## src/rtl/dpwm_pkg.sv

```systemverilog
// dpwm_pkg: shared constants, FSM state encoding and ramp helper for the
// DPWM duty-cycle controller.
//   CMP_WIDTH  - width of the PWM compare value / counter
//   STEP_SIZE  - compare counts per duty step
//   MAX_STEP   - highest step index (MAX_STEP*STEP_SIZE fits CMP_WIDTH)
package dpwm_pkg;

    localparam int CMP_WIDTH = 8;
    localparam int STEP_SIZE = 25;
    localparam int MAX_STEP  = 10;

    typedef enum logic [1:0] {
        ST_DEAD       = 2'd0,
        ST_RUN_BUCK   = 2'd1,
        ST_RUN_BRIDGE = 2'd2
    } dpwm_state_e;

    // One ramp step of cur toward tgt, never overshooting the target.
    // Differences are taken before adding/subtracting, so no wrap occurs.
    function automatic logic [CMP_WIDTH-1:0] ramp_toward(
        input logic [CMP_WIDTH-1:0] cur,
        input logic [CMP_WIDTH-1:0] tgt,
        input logic [CMP_WIDTH-1:0] inc
    );
        if (cur < tgt)
            return ((tgt - cur) > inc) ? cur + inc : tgt;
        else if (cur > tgt)
            return ((cur - tgt) > inc) ? cur - inc : tgt;
        else
            return cur;
    endfunction

endpackage

```

## src/rtl/dpwm_duty_controller_debouncer.sv

```systemverilog
// button_debouncer: 2-FF synchroniser, stability counter and press pulse
// for one raw push-button.
//   clk_i    - system clock
//   rst_i    - synchronous reset, active-high
//   btn_i    - raw asynchronous button level
//   press_o  - 1-cycle pulse when an accepted 0->1 transition occurs
module button_debouncer #(
    parameter int DEBOUNCE_CYCLES = 500000
) (
    input  logic clk_i,
    input  logic rst_i,
    input  logic btn_i,
    output logic press_o
);

    localparam int CW = $clog2(DEBOUNCE_CYCLES + 1);

    logic [1:0]    sync_q;
    logic          level_q, level_d;
    logic [CW-1:0] cnt_q, cnt_d;
    logic          press_q, press_d;

    // The counter only runs while the synced level disagrees with the
    // accepted level; any agreeing cycle restarts the qualification.
    always_comb begin
        level_d = level_q;
        cnt_d   = '0;
        press_d = 1'b0;
        if (sync_q[1] != level_q) begin
            if (cnt_q == CW'(DEBOUNCE_CYCLES - 1)) begin
                level_d = sync_q[1];
                press_d = sync_q[1];
            end else begin
                cnt_d = cnt_q + 1'b1;
            end
        end
    end

    always_ff @(posedge clk_i) begin
        if (rst_i) begin
            sync_q  <= '0;
            level_q <= 1'b0;
            cnt_q   <= '0;
            press_q <= 1'b0;
        end else begin
            sync_q  <= {sync_q[0], btn_i};
            level_q <= level_d;
            cnt_q   <= cnt_d;
            press_q <= press_d;
        end
    end

    assign press_o = press_q;

endmodule

```

## src/rtl/dpwm_duty_controller.sv

```systemverilog
// dpwm_duty_controller: turns debounced up/down buttons into a saturating
// duty step, soft-ramps the PWM compare value at period boundaries and
// sequences the BUCK / Full-Bridge enables with a dead interval.
//   CLK_FPGA_BOARD   - system clock
//   reinicio         - synchronous reset, active-high
//   boton_aumentar   - raw increase button (async)
//   boton_disminuir  - raw decrease button (async)
//   seleccion_salida - 0 = BUCK, 1 = Full-Bridge (async)
//   pwm_period_end   - 1-cycle strobe at PWM counter wrap
//   duty_cmp         - compare value for the PWM comparator
//   duty_step        - current step index 0..MAX_STEP
//   enable_buck      - BUCK gate enable
//   enable_bridge    - Full-Bridge gate enable
module dpwm_duty_controller
    import dpwm_pkg::*;
#(
    parameter int RAMP_INC        = 5,
    parameter int DEBOUNCE_CYCLES = 500000,
    parameter int DEAD_PERIODS    = 2
) (
    input  logic                 CLK_FPGA_BOARD,
    input  logic                 reinicio,
    input  logic                 boton_aumentar,
    input  logic                 boton_disminuir,
    input  logic                 seleccion_salida,
    input  logic                 pwm_period_end,
    output logic [CMP_WIDTH-1:0] duty_cmp,
    output logic [3:0]           duty_step,
    output logic                 enable_buck,
    output logic                 enable_bridge
);

    localparam int DCW = $clog2(DEAD_PERIODS + 1);

    logic inc_pulse, dec_pulse;

    button_debouncer #(.DEBOUNCE_CYCLES(DEBOUNCE_CYCLES)) u_db_inc (
        .clk_i   (CLK_FPGA_BOARD),
        .rst_i   (reinicio),
        .btn_i   (boton_aumentar),
        .press_o (inc_pulse)
    );

    button_debouncer #(.DEBOUNCE_CYCLES(DEBOUNCE_CYCLES)) u_db_dec (
        .clk_i   (CLK_FPGA_BOARD),
        .rst_i   (reinicio),
        .btn_i   (boton_disminuir),
        .press_o (dec_pulse)
    );

    logic [1:0]           sel_sync_q;
    logic                 sel_last_q;
    logic                 sel_s;
    logic [3:0]           step_q, step_d;
    logic [CMP_WIDTH-1:0] cmp_q, cmp_d;
    logic [CMP_WIDTH-1:0] target;
    logic [DCW-1:0]       dead_cnt_q, dead_cnt_d;
    dpwm_state_e          state_q, state_d;
    logic                 en_buck_q, en_bridge_q;

    assign sel_s = sel_sync_q[1];

    // Step register: simultaneous presses cancel out.
    always_comb begin
        step_d = step_q;
        if (inc_pulse && !dec_pulse && step_q != 4'(MAX_STEP))
            step_d = step_q + 4'd1;
        else if (dec_pulse && !inc_pulse && step_q != 4'd0)
            step_d = step_q - 4'd1;
    end

    // Product is formed wide, then truncated; MAX_STEP*STEP_SIZE fits CMP_WIDTH.
    assign target = CMP_WIDTH'((CMP_WIDTH + 4)'(step_q) * (CMP_WIDTH + 4)'(STEP_SIZE));

    always_comb begin
        state_d    = state_q;
        dead_cnt_d = dead_cnt_q;
        cmp_d      = cmp_q;
        case (state_q)
            ST_DEAD: begin
                // A selection change mid-dead restarts the full interval.
                if (sel_s != sel_last_q) begin
                    dead_cnt_d = '0;
                end else if (pwm_period_end) begin
                    if (dead_cnt_q == DCW'(DEAD_PERIODS - 1)) begin
                        state_d    = sel_s ? ST_RUN_BRIDGE : ST_RUN_BUCK;
                        dead_cnt_d = '0;
                    end else begin
                        dead_cnt_d = dead_cnt_q + 1'b1;
                    end
                end
            end
            ST_RUN_BUCK: begin
                if (sel_s)               state_d = ST_DEAD;
                else if (pwm_period_end) cmp_d = ramp_toward(cmp_q, target, CMP_WIDTH'(RAMP_INC));
            end
            ST_RUN_BRIDGE: begin
                if (!sel_s)              state_d = ST_DEAD;
                else if (pwm_period_end) cmp_d = ramp_toward(cmp_q, target, CMP_WIDTH'(RAMP_INC));
            end
            default: begin
                state_d    = ST_DEAD;
                dead_cnt_d = '0;
            end
        endcase
        // Leaving RUN drops the compare value immediately so every
        // restart ramps up from zero.
        if (state_d == ST_DEAD) cmp_d = '0;
    end

    always_ff @(posedge CLK_FPGA_BOARD) begin
        if (reinicio) begin
            sel_sync_q  <= '0;
            sel_last_q  <= 1'b0;
            step_q      <= '0;
            cmp_q       <= '0;
            dead_cnt_q  <= '0;
            state_q     <= ST_DEAD;
            en_buck_q   <= 1'b0;
            en_bridge_q <= 1'b0;
        end else begin
            sel_sync_q  <= {sel_sync_q[0], seleccion_salida};
            sel_last_q  <= sel_s;
            step_q      <= step_d;
            cmp_q       <= cmp_d;
            dead_cnt_q  <= dead_cnt_d;
            state_q     <= state_d;
            // Enables are decoded from the next state so they are glitch-free
            // registers and can never both be high.
            en_buck_q   <= (state_d == ST_RUN_BUCK);
            en_bridge_q <= (state_d == ST_RUN_BRIDGE);
        end
    end

    assign duty_cmp      = cmp_q;
    assign duty_step     = step_q;
    assign enable_buck   = en_buck_q;
    assign enable_bridge = en_bridge_q;

endmodule

```

## config.mk

```make
export PLATFORM = sky130hd
export DESIGN_NAME = dpwm_duty_controller
export DESIGN_NICKNAME = d
export VERILOG_FILES = /design/src/rtl/dpwm_pkg.sv /design/src/rtl/dpwm_duty_controller_debouncer.sv /design/src/rtl/dpwm_duty_controller.sv
export SDC_FILE = /design/constraint.sdc
export NUM_CORES = 1
export LEC_CHECK = 0
export ABC_AREA = 1
export CORE_MARGIN = 10
export CORE_UTILIZATION = 40
export CTS_CLUSTER_DIAMETER = 60
export CTS_CLUSTER_SIZE = 16
export DETAILED_ROUTE_END_ITERATION = 7
export PLACE_DENSITY = 0.66
export SYNTH_ARGS = -nofsm -noshare
export SYNTH_HDL_FRONTEND = slang
export SYNTH_HIERARCHICAL = 1
export SYNTH_SLANG_ARGS = --single-unit
```

## constraint.sdc

```tcl
create_clock -name CLK_FPGA_BOARD -period 3.8 [get_ports CLK_FPGA_BOARD]
set_input_delay 0.76 -clock CLK_FPGA_BOARD [delete_from_list [all_inputs] [get_ports CLK_FPGA_BOARD]]
set_output_delay 0.76 -clock CLK_FPGA_BOARD [all_outputs]
set_load 0.02 [all_outputs]
```

==> reports/qor.yml <==
outcome: "completed"
total_power_uw: 1690
overflow: 0
cts_resized: 0
drive_above_1_share: 0.101
drt_first_iter_violations: 311
coreArea_sq_um: 12000
path_cells: "inv_1, ha_1, ha_1, inv_1, fa_1, inv_1, ha_1, nand2_1, inv_1, a21oi_1, nand2_1, nand2_1, nand2_1, nor2_4, nand3_1, nand3_1, nand2_1, nor2_1, nor2_1"
max_freq_mhz: 301
syn_inst: 746
cts_hold_buf: 0
crit_required_ns: 4.03
postLayoutCoreUtil: 0.465
ios: 20
area_growth_pct: 13.5
place.gp.congestion: 0.871
drt_wl_total_microns: 10900
final_cell_mix: "nand2_1 (175), nor2_1 (126), inv_1 (108)"
ys.flop_type: "dfxtp_1"
cts_buffer_depth: 2
wire_per_inst_microns: 11.7
ys_warn_count: 6
synth_area_sq_um: 4920
worstSetupPathType: "reg2reg"
clkTransAtPathRegs_ns: 0.06
grt_max_degree: 15
die_w_microns: 131
leakagePower_uw: 0.00252
drtAntennaViolNets: 0
worstMarginPinSlew_ns: 0.563
avgSynthCellArea_sq_um: 6.60
final_hold_viol_count: 0
cpPeakStageDelay_ns: 0.57
p_sw_frac: 0.224
seq_area_frac_synth: 0.272
skew_ns: 0.00553
cp.arrival_ns: 3.55
relSlewSlack: 0.624
htree_levels: 3
start_util: 0.410
path_max_fanout: 8
timing.hold.ws_ns: 0.401
cts_sinks: 67
cts-root-buf: "clkbuf_16"
async_flop_share: 0
min_period_ns: 3.32
p_comb_frac: 0.060
switchingPower_uw: 379
routed_via_density: 4.72
synth_top_cell_area_share: 0.272
grt_pass1_wl_microns: 18700
grt_usage: 0.133
firstDrtPassIters: 5
synth_cell_types: 34
worst_path_max_delay_cell: "fa_1"
port_buffers: 19
antenna_found_initial: 0
internal_power_uw: 1320
period_share: 0.874
final_common_cell: "nand2_1"
synthTopCellsByArea: "dfxtp_1 (27%), nand2_1 (13%), nor2_1 (9.6%), ha_1 (8.6%), inv_1 (8.2%)"
via_count: 4377
placed_area_sq_um: 5280
cts_buffers: 9
final_nets: 819
cts_tree: "yes"
setup_violations: 0
fin_tns_setup_ns: 0
seqPwrFrac: 0.430
dpl.hpwl_microns: 8420
drc_errors: 0
synth_edf_count: 0
p_per_area_nw_per_um2: 303
design.die.area_sq_um: 17200
rsz0062_at_grt: "false"
cp-end-kind: "flop"
grt_pass1_vias: 4076
ir_drop_v: 0.000241
hold_class: "reg2reg"
n_antenna_cell: 0
ys_seq_elements: 67
drv_slew: 0
cp_common_cell: "nand2_1"
dieHeight_microns: 131
maxCapViolations: 0
rows: 40
synth_top_area_cell: "dfxtp_1"
clkPwrFrac: 0.511
post-cts-setup-buffers: 0
synth_nets: 790
startpoint_type: "flop"
postLayoutCellArea_sq_um: 5590
insertion_delay_ns: 0.34
[logic make-up after synthesis]
group           synth area share
compound gates            0.0501
xor+xnor                  0.0729
fa+ha+maj                  0.103
buf+inv                    0.100
flops                      0.272
mux                      0.00229
simple gates               0.399
[registers in the layout, indices dropped and copies added (netlist names)]
name,flops
dead_cnt_q,2
duty_cmp,8
duty_step,4
enable_bridge,1
enable_buck,1
sel_last_q,1
sel_sync_q,2
state_q,2
u_db_dec/cnt_q,19
u_db_dec/level_q,1
u_db_dec/press_o,1
u_db_dec/sync_q,2
u_db_inc/cnt_q,19
u_db_inc/level_q,1
u_db_inc/press_o,1
u_db_inc/sync_q,2
[worst max-delay path, delay by kind of cell (launching register included)]
family | cells | cell delay, ns
fa+ha+maj | 4 | 1.41
compound gates | 1 | 0.19
buf+inv | 4 | 0.27
simple gates | 10 | 1.00
flops | 1 | 0.33
[worst paths after layout]
check	from	to	slack (ns)	depth (start not counted)
worst max-delay path	duty_step[1]$_SDFFE_PP0P_	duty_cmp[2]$_SDFFE_PP0P_	0.48	19
worst min-delay path	u_db_dec/sync_q[0]$_SDFF_PP0_	u_db_dec/sync_q[1]$_SDFF_PP0_	0.40	2
worst max register to register	duty_step[1]$_SDFFE_PP0P_	duty_cmp[2]$_SDFFE_PP0P_	0.48	19
worst min register to register	u_db_dec/sync_q[0]$_SDFF_PP0_	u_db_dec/sync_q[1]$_SDFF_PP0_	0.40	2
[per-layer routing]
metal	track usage	vias up	part of all wire
met3	0.0210	16	0.027
met5	0	-	0
met4	0.0549	0	0.017
met2	0.216	52	0.46
li1	-	2382	-
met1	0.172	1927	0.50
[area by class of cell]
type / count / area [sq um]
fill: 1257 / 6420
multi-input combinational: 558 / 3090
sequential: 67 / 1340
inverter: 117 / 449
clock buffer: 12 / 267
timing repair buffer: 22 / 213
tap: 147 / 184
clock inverter: 4 / 47.5
[Yosys cell counts (3+ instances only)]
cell type,n
a21oi_1,22
a21oi_2,3
buf_6,4
dfxtp_1,67
fa_1,4
ha_1,34
inv_1,108
inv_2,5
inv_4,4
nand2_1,175
nand2_2,18
nand3_1,69
nand4_1,9
nor2_1,126
nor2_2,12
nor2_4,7
nor3_1,8
o21ai_0,7
o21ai_1,7
xnor2_1,8
xor2_1,33
[power groups by stage]
stage / Sequential, uW / Combinational [uW] / Clock [uW]
after floorplan: 745 / 68.0 / 0
after global placement: 743 / 102 / 0
after detailed placement: 743 / 101 / 0
after CTS: 728 / 102 / 886
after global routing: 729 / 117 / 919
final: 728 / 101 / 865
[metrics by stage]
step | cells | setup WS [ns]
2_1_floorplan | 746 | 0.454
3_3_place_gp | 911 | 0.635
3_5_place_dp | 911 | 0.584
4_1_cts | 927 | 0.515
5_1_grt | 927 | 0.157
6_report | 927 | 0.479
(Power assumes the default switching activity.)
